**src/rtl/neuron_layer_sequencer.sv**
```systemverilog
// Sequences one layer pass over a shared 4-input neuron: issues every row of the
// weight table, captures the results, then streams them out with valid/ready.
module neuron_layer_sequencer #(
   parameter int NUM_OUT = 4,
   parameter int IDX_W   = $clog2(NUM_OUT)
) (
   input  logic                     clk,
   input  logic                     rst_n,
   input  logic                     cfg_we,
   input  logic [IDX_W-1:0]         cfg_addr,
   input  logic [19:0]              cfg_wdata,
   input  logic                     start,
   input  logic signed [11:0]       x0,
   input  logic signed [11:0]       x1,
   input  logic signed [11:0]       x2,
   input  logic signed [11:0]       x3,
   output logic                     busy,
   output logic                     done,
   output logic                     out_valid,
   input  logic                     out_ready,
   output logic [IDX_W-1:0]         out_idx,
   output logic signed [16:0]       out_data,
   output logic                     nrn_input_ready,
   output logic signed [11:0]       nrn_in0,
   output logic signed [11:0]       nrn_in1,
   output logic signed [11:0]       nrn_in2,
   output logic signed [11:0]       nrn_in3,
   output logic signed [4:0]        nrn_w0,
   output logic signed [4:0]        nrn_w1,
   output logic signed [4:0]        nrn_w2,
   output logic signed [4:0]        nrn_w3,
   input  logic                     nrn_result_ready,
   input  logic signed [16:0]       nrn_result
);

   // Storage spans the full index range so any IDX_W-wide index stays in bounds.
   localparam int DEPTH = 1 << IDX_W;
   localparam logic [IDX_W-1:0] LAST = IDX_W'(NUM_OUT - 1);

   typedef enum logic [1:0] {IDLE, ISSUE, DRAIN, OUTPUT} state_t;

   state_t                 state_q;
   logic [IDX_W-1:0]       iss_cnt_q, cap_cnt_q, rd_cnt_q;
   logic                   done_q;
   logic [19:0]            wt_q  [DEPTH];
   logic signed [16:0]     buf_q [DEPTH];
   logic signed [11:0]     x_q   [4];

   logic                   cfg_hit, is_iss, is_out, capture;
   logic [19:0]            w_sel;

   assign cfg_hit = (IDX_W+1)'(cfg_addr) < (IDX_W+1)'(NUM_OUT);
   assign is_iss  = (state_q == ISSUE);
   assign is_out  = (state_q == OUTPUT);
   assign capture = nrn_result_ready && (state_q == ISSUE || state_q == DRAIN);

   always_ff @(posedge clk) begin
      if (!rst_n) begin
         state_q   <= IDLE;
         iss_cnt_q <= '0;
         cap_cnt_q <= '0;
         rd_cnt_q  <= '0;
         done_q    <= 1'b0;
         for (int i = 0; i < DEPTH; i++) begin
            wt_q[i]  <= '0;
            buf_q[i] <= '0;
         end
         for (int k = 0; k < 4; k++) x_q[k] <= '0;
      end else begin
         done_q <= 1'b0;
         case (state_q)
            IDLE: begin
               if (cfg_we && cfg_hit) wt_q[cfg_addr] <= cfg_wdata;
               if (start) begin
                  x_q[0]    <= x0;
                  x_q[1]    <= x1;
                  x_q[2]    <= x2;
                  x_q[3]    <= x3;
                  iss_cnt_q <= '0;
                  cap_cnt_q <= '0;
                  rd_cnt_q  <= '0;
                  state_q   <= ISSUE;
               end
            end
            ISSUE: begin
               iss_cnt_q <= iss_cnt_q + 1'b1;
               if (iss_cnt_q == LAST) state_q <= DRAIN;
            end
            // The neuron answers one cycle after each issue, so the last result lands here.
            DRAIN: if (nrn_result_ready && cap_cnt_q == LAST) state_q <= OUTPUT;
            OUTPUT: begin
               if (out_ready) begin
                  rd_cnt_q <= rd_cnt_q + 1'b1;
                  if (rd_cnt_q == LAST) begin
                     state_q <= IDLE;
                     done_q  <= 1'b1;
                  end
               end
            end
            default: state_q <= IDLE;
         endcase
         if (capture) begin
            buf_q[cap_cnt_q] <= nrn_result;
            cap_cnt_q        <= cap_cnt_q + 1'b1;
         end
      end
   end

   assign w_sel           = is_iss ? wt_q[iss_cnt_q] : '0;
   assign busy            = (state_q != IDLE);
   assign done            = done_q;
   assign nrn_input_ready = is_iss;
   assign nrn_in0         = is_iss ? x_q[0] : '0;
   assign nrn_in1         = is_iss ? x_q[1] : '0;
   assign nrn_in2         = is_iss ? x_q[2] : '0;
   assign nrn_in3         = is_iss ? x_q[3] : '0;
   assign nrn_w0          = w_sel[4:0];
   assign nrn_w1          = w_sel[9:5];
   assign nrn_w2          = w_sel[14:10];
   assign nrn_w3          = w_sel[19:15];
   assign out_valid       = is_out;
   assign out_idx         = is_out ? rd_cnt_q : '0;
   assign out_data        = is_out ? buf_q[rd_cnt_q] : '0;

endmodule

```
**config.mk**
```make
export PLATFORM = sky130hd
export DESIGN_NAME = neuron_layer_sequencer
export DESIGN_NICKNAME = d
export VERILOG_FILES = /design/src/rtl/neuron_layer_sequencer.sv
export SDC_FILE = /design/constraint.sdc
export NUM_CORES = 1
export LEC_CHECK = 0
export CORE_ASPECT_RATIO = 1.75
export CORE_MARGIN = 3
export CORE_UTILIZATION = 55
export CTS_BUF_LIST = sky130_fd_sc_hd__clkbuf_8
export CTS_CLUSTER_SIZE = 28
export DETAILED_ROUTE_END_ITERATION = 16
export PLACE_DENSITY = 0.84
export RECOVER_POWER = 100
export SETUP_SLACK_MARGIN = 0.2
export SYNTH_ARGS = -nofsm -noshare
export SYNTH_HDL_FRONTEND = slang
export SYNTH_SLANG_ARGS = --single-unit
```
**constraint.sdc**
```tcl
create_clock -name clk -period 7.8 [get_ports clk]
set_input_delay 1.56 -clock clk [delete_from_list [all_inputs] [get_ports clk]]
set_output_delay 1.56 -clock clk [all_outputs]
set_load 0.02 [all_outputs]
```
==> impl_metrics.env, run 1 <==
export IMPL_p_sw_w=0.000827
export IMPL_via_per_inst=5.32
export IMPL_r2r_cells=4
export IMPL_ioPinCount=184
export IMPL_fp_dieArea_sq_um=19000
export IMPL_area_delta_synth_final_pct=25.7
export IMPL_ys_seq_area_frac=0.646
export IMPL_yosys_warnings=0
export IMPL_slew_headroom=-0.574
export IMPL_min_delay_path_depth=2
export IMPL_worstPathMaxFanout=25
export IMPL_syn_area_per_cell_sq_um=14.8
export IMPL_ctsHoldBuffers=0
export IMPL_dr_wl_met2_um=12000
export IMPL_cts_made_buffers=29
export IMPL_timing_final_ws_setup_ns=2.17
export IMPL_gr_total_overflow=0
export IMPL_outcome="finished, violations left"
export IMPL_num_vias=5711
export IMPL_violations="capacitance limit, slew limit"
export IMPL_clk_path_buf_depth=3
export IMPL_num_rows=63
export IMPL_setup_viol=0
export IMPL_maxSlewViolCount=205
export IMPL_layout_common_cells="edfxtp_1 (196), and2_0 (186), clkdlybuf4s50_1 (135)"
export IMPL_ys_ff_latch=209
export IMPL_syn_nets=744
export IMPL_p_seq_frac=0.497
export IMPL_track_usage=0.223
export IMPL_min_path_type="register to register"
export IMPL_cts_tree="yes"
export IMPL_highest_layer="met4"
export IMPL_drv_cap=6
export IMPL_final_common_cell="edfxtp_1"
export IMPL_dr_first_iter_drc_count=256
export IMPL_dp_hpwl_um=14600
export IMPL_grt_max_degree=74
export IMPL_synth_edf_count=196
export IMPL_synth_cell_types=37
export IMPL_fmax_mhz=178
export IMPL_swShare=0.283
export IMPL_p_total_w=0.00292
export IMPL_start_kind="input port"
export IMPL_first_global_vias=6197
export IMPL_dr_wl_met3_um=1070
export IMPL_fin_skew_ns=0.0131
export IMPL_arrival_ns=5.79
export IMPL_fin_crit_sh=0.722
export IMPL_core_sq_um=16900
export IMPL_ir_drop_v=0.000212
export IMPL_die_w_um=105
export IMPL_avgRoutedWirePerCell_um=19.5
export IMPL_drc=0
export IMPL_grt_pass1_wl_um=33200
export IMPL_drt_pass1_iter_count=4
export IMPL_cp_end_kind="register"
export IMPL_final_hold_viol_count=0
export IMPL_synthArstFlopShare=0
export IMPL_finalWirelength_um=21000
export IMPL_p_clk_frac=0.266
export IMPL_cts_setup_buffers=0
export IMPL_initial_core_util=0.562
export IMPL_rsz0062_at_grt="no"
export IMPL_powerDensity_nw_per_um2=244
export IMPL_cts_resized=0
export IMPL_fin_crit_ns=5.63
export IMPL_root_buffer="clkbuf_8"
export IMPL_drive_gt1_frac=0.0734
export IMPL_antenna_found_initial=1
export IMPL_ys_flop_type="edfxtp_1"
export IMPL_clock_sinks=209
export IMPL_syn_area_sq_um=9520
export IMPL_die_y_um=180
export IMPL_ant_nets=0
export IMPL_h_tree_depth=1
export IMPL_worstPathRequired_ns=7.96
export IMPL_setup_tns_final_ns=0
export IMPL_pwr_share_comb=0.238
export IMPL_worstMarginPinSlew_ns=2.33
export IMPL_crit_type="input port to register"
export IMPL_clkTransAtPathRegs_ns=0.06
export IMPL_fill_cells=1154
export IMPL_portBuffers=183
export IMPL_p_int_w=0.00210
export IMPL_nets=924
export IMPL_ff2ff_setup_slack_ns=3.80
export IMPL_gp_congestion=0.821
export IMPL_syn_instance_count=643
export IMPL_dp_slack_ns=3.10
export IMPL_clk_latency_ns=0.54
export IMPL_wl_met1_um=7070
export IMPL_p_leak_nw=4.41
power by group through the flow:
stage / registers, W / logic, W / clock network [W]
global placement: 0.00146 / 0.000701 / 0
global route: 0.00146 / 0.000751 / 0.000848
detailed placement: 0.00148 / 0.000724 / 0
finish: 0.00145 / 0.000694 / 0.000776
CTS: 0.00145 / 0.000727 / 0.000793
floorplan: 0.00145 / 0.000444 / 0
flip-flops by register name (all words and copies together), names as in the netlist, named ones only:
name,flops
buf_q,68
state_q,2
x_q,48
wt_q,80
done,1
rd_cnt_q,2
iss_cnt_q,2
cap_cnt_q,2
logic make-up after synthesis:
kind of cell	share of synthesized area
AOI/OAI and AO/OA	0.0110
adders and majority gates	0.0105
buffers and inverters	0.0209
DFF	0.646
muxes	0.0962
and+or+nand+nor	0.216
metrics by stage:
stage           util  instance area [sq um]  hold WS, ns  cells
4_1_cts        0.710                  12000        0.514   1072
6_report       0.706                  12000        0.513   1073
3_3_place_gp   0.679                  11500        0.480   1019
2_1_floorplan      -                   9520        0.468    643
3_5_place_dp   0.679                  11500        0.504   1019
5_1_grt        0.706                  12000        0.557   1073
per-layer routing:
metal / up-vias / track usage
met5: - / 0
met4: 0 / 0.0893
met3: 48 / 0.0398
met2: 184 / 0.424
met1: 2832 / 0.240
li1: 2647 / -
final cells by class:
class	instances	area [sq um]	share of cell area
flip-flops and latches	209	6150	0.513
multi-input cells	391	3140	0.262
repair buffers	188	1850	0.155
clock buffers	29	399	0.0333
well taps	227	284	0.0237
clock inverters	24	130	0.0109
inverters	4	15.0	0.00125
diodes	1	2.50	0.000209
worst max-delay path, cell delays in order:
cell and delay (ns):
dlygate4sd3_1 0.55, clkbuf_1 0.73, nand2_1 0.22, nor4b_1 1.86, nand2b_1 0.86
worst paths after layout:
path / from / to
worst max-delay path: rst_n / buf_q[0][13]
worst min-delay path: state_q[1] / state_q[1]
worst max register to register: state_q[0] / buf_q[0][13]
worst min register to register: state_q[1] / state_q[1]
Yosys cell counts, types with 3 or more instances:
master,n,share of area
and2_1,283,0.19
and3_1,4,0.0026
a21boi_0,3,0.0024
nand2_1,13,0.0051
ha_1,8,0.011
mux4_1,14,0.039
nand3_1,4,0.0021
clkbuf_1,28,0.011
o21ai_0,3,0.0016
edfxtp_1,196,0.62
buf_2,6,0.0032
nand2b_1,6,0.0039
mux4_2,23,0.054
inv_1,4,0.0016
nor2_1,4,0.0016
dfxtp_1,13,0.027
mux2i_1,3,0.0032
nor2b_1,6,0.0039
Power figures use the tool's default switching activity.
==> run 2: changes to the inputs <==
- CORE_UTILIZATION: 55 -> 54
- PLACE_DENSITY: 0.84 -> 0.83
- clock period: 7.8 -> 5.63 ns (I/O delays scaled with it)
==> impl_metrics.env, run 2 (synthesis results as in run 1) <==
export IMPL_outcome="finished, violations left"
export IMPL_violations="capacitance limit, slew limit"
export IMPL_setup_viol=0
export IMPL_dr_first_iter_drc_count=260
export IMPL_worstMarginPinSlew_ns=2.83
export IMPL_finalWirelength_um=21200
export IMPL_multi_input_area_sq_um=3170
export IMPL_drt_pass1_iter_count=4
export IMPL_p_clk_frac=0.269
export IMPL_start_kind="register"
export IMPL_gp_congestion=0.820
export IMPL_final_seq_area_sq_um=6150
export IMPL_ant_nets=0
export IMPL_fp_dieArea_sq_um=19300
export IMPL_ioPinCount=184
export IMPL_track_usage=0.221
export IMPL_p_total_w=0.00408
export IMPL_worstPathMaxFanout=73
export IMPL_swShare=0.282
export IMPL_h_tree_depth=1
export IMPL_cts_made_buffers=29
export IMPL_worstPathRequired_ns=4.50
export IMPL_antenna_found_initial=0
export IMPL_fin_crit_sh=0.821
export IMPL_die_y_um=182
export IMPL_portBuffers=183
export IMPL_slew_headroom=-0.904
export IMPL_p_seq_frac=0.496
export IMPL_dp_slack_ns=1.75
export IMPL_num_vias=5788
export IMPL_core_sq_um=17100
export IMPL_setup_tns_final_ns=0
export IMPL_clkTransAtPathRegs_ns=0.07
export IMPL_pwr_share_comb=0.236
export IMPL_cp_end_kind="primary output"
export IMPL_layout_common_cells="edfxtp_1 (196), and2_0 (178), clkdlybuf4s50_1 (141)"
export IMPL_p_sw_w=0.00115
export IMPL_via_per_inst=5.39
export IMPL_drv_cap=4
export IMPL_final_common_cell="edfxtp_1"
export IMPL_top_register="wt_q"
export IMPL_grt_pass1_wl_um=33300
export IMPL_gr_total_overflow=0
export IMPL_num_rows=63
export IMPL_maxSlewViolCount=159
export IMPL_p_int_w=0.00293
export IMPL_critPathMaxStageDelay_ns=1.48
export IMPL_drc=0
export IMPL_ctsHoldBuffers=0
export IMPL_fill_cells=1144
export IMPL_antenna_cells=0
export IMPL_fin_crit_ns=4.62
export IMPL_cts_tree="yes"
export IMPL_dpl_cell_area_sq_um=11500
export IMPL_powerDensity_nw_per_um2=340
export IMPL_worstPathCellList="inv_1 -> ha_1 -> and2_1 -> dlygate4sd3_1"
export IMPL_design_area_sq_um=12000
export IMPL_cpMaxStageDelayCell="ha_1"
export IMPL_critPathBufInv=2
export IMPL_first_global_vias=6210
export IMPL_largest_reg_flops=80
export IMPL_root_buffer="clkbuf_8"
export IMPL_initial_core_util=0.557
export IMPL_area_delta_synth_final_pct=26.3
export IMPL_path_delay_family="adder cells"
export IMPL_top_regs="wt_q x80, buf_q x68, x_q x48"
export IMPL_fmax_mhz=216
export IMPL_crit_type="register to primary output"
export IMPL_clk_latency_ns=0.56
export IMPL_min_path_type="register to register"
export IMPL_cts_resized=0
export IMPL_avgRoutedWirePerCell_um=19.7
export IMPL_ir_drop_v=0.000251
export IMPL_arrival_ns=3.49
export IMPL_final_hold_viol_count=0
export IMPL_drive_gt1_frac=0.0780
export IMPL_die_w_um=106
export IMPL_clock_sinks=209
export IMPL_nets=925
export IMPL_dp_hpwl_um=14400
export IMPL_timing_final_ws_setup_ns=1.01
export IMPL_cts_setup_buffers=0
export IMPL_grt_max_degree=74
export IMPL_rsz0062_at_grt="no"
export IMPL_clk_path_buf_depth=3
export IMPL_p_leak_nw=4.43
export IMPL_fin_skew_ns=0.0316
-- run 2: cell count changes in the layout (fill, tap and decap cells not counted), sizes merged --
cell	change
clkdlybuf4s50	+6
clkinvlp	-1
clkinv	-7
bufinv	-1
inv	+4
dlygate4sd3	-6
clkbuf	+6
diode	-1
-- run 2: stage by stage --
step                      cells   util  hold slack (ns)
after floorplan             643      -            0.468
after global placement     1020  0.673            0.482
after detailed placement   1020  0.673            0.504
after CTS                  1073  0.705            0.510
after global routing       1073  0.703            0.543
final                      1073  0.703            0.503
-- run 2: layer usage --
layer  vias to the layer above  track usage  wire, um
met2                       235        0.402     11500
met3                        58       0.0359      1300
met1                      2849        0.257      7510
met5                         -            0         0
met4                         0       0.0902       829
li1                       2646            -         -
-- run 2: area by class of cell --
type,instances,area share
repair buffers,189,0.155
flip-flops and latches,209,0.511
clock buffers,34,0.0389
clock inverters,19,0.00656
inverters,4,0.00125
well taps,227,0.0236
multi-input cells,391,0.264
-- run 2: worst paths after layout --
kind | startpoint | end | slack, ns | cells past startpoint
setup reg to reg | state_q[0] | buf_q[3][7] | 1.94 | 4
setup / recovery | state_q[1] | nrn_in3[1] | 1.01 | 4
hold / removal | state_q[1] | state_q[1] | 0.50 | 2
hold reg to reg | state_q[1] | state_q[1] | 0.50 | 2
-- run 2: power by group through the flow --
stage	combinational, W	clock, W	sequential (W)
after floorplan	0.000615	0	0.00201
after global placement	0.000965	0	0.00204
after detailed placement	0.00100	0	0.00205
after CTS	0.00100	0.00112	0.00202
after global routing	0.00104	0.00118	0.00204
final	0.000962	0.00110	0.00202
-- run 2: worst min-delay path, stage by stage (launching register included) --
cell,delay (ns)
dfxtp_1,0.34
nand2_1,0.06
mux2i_1,0.05
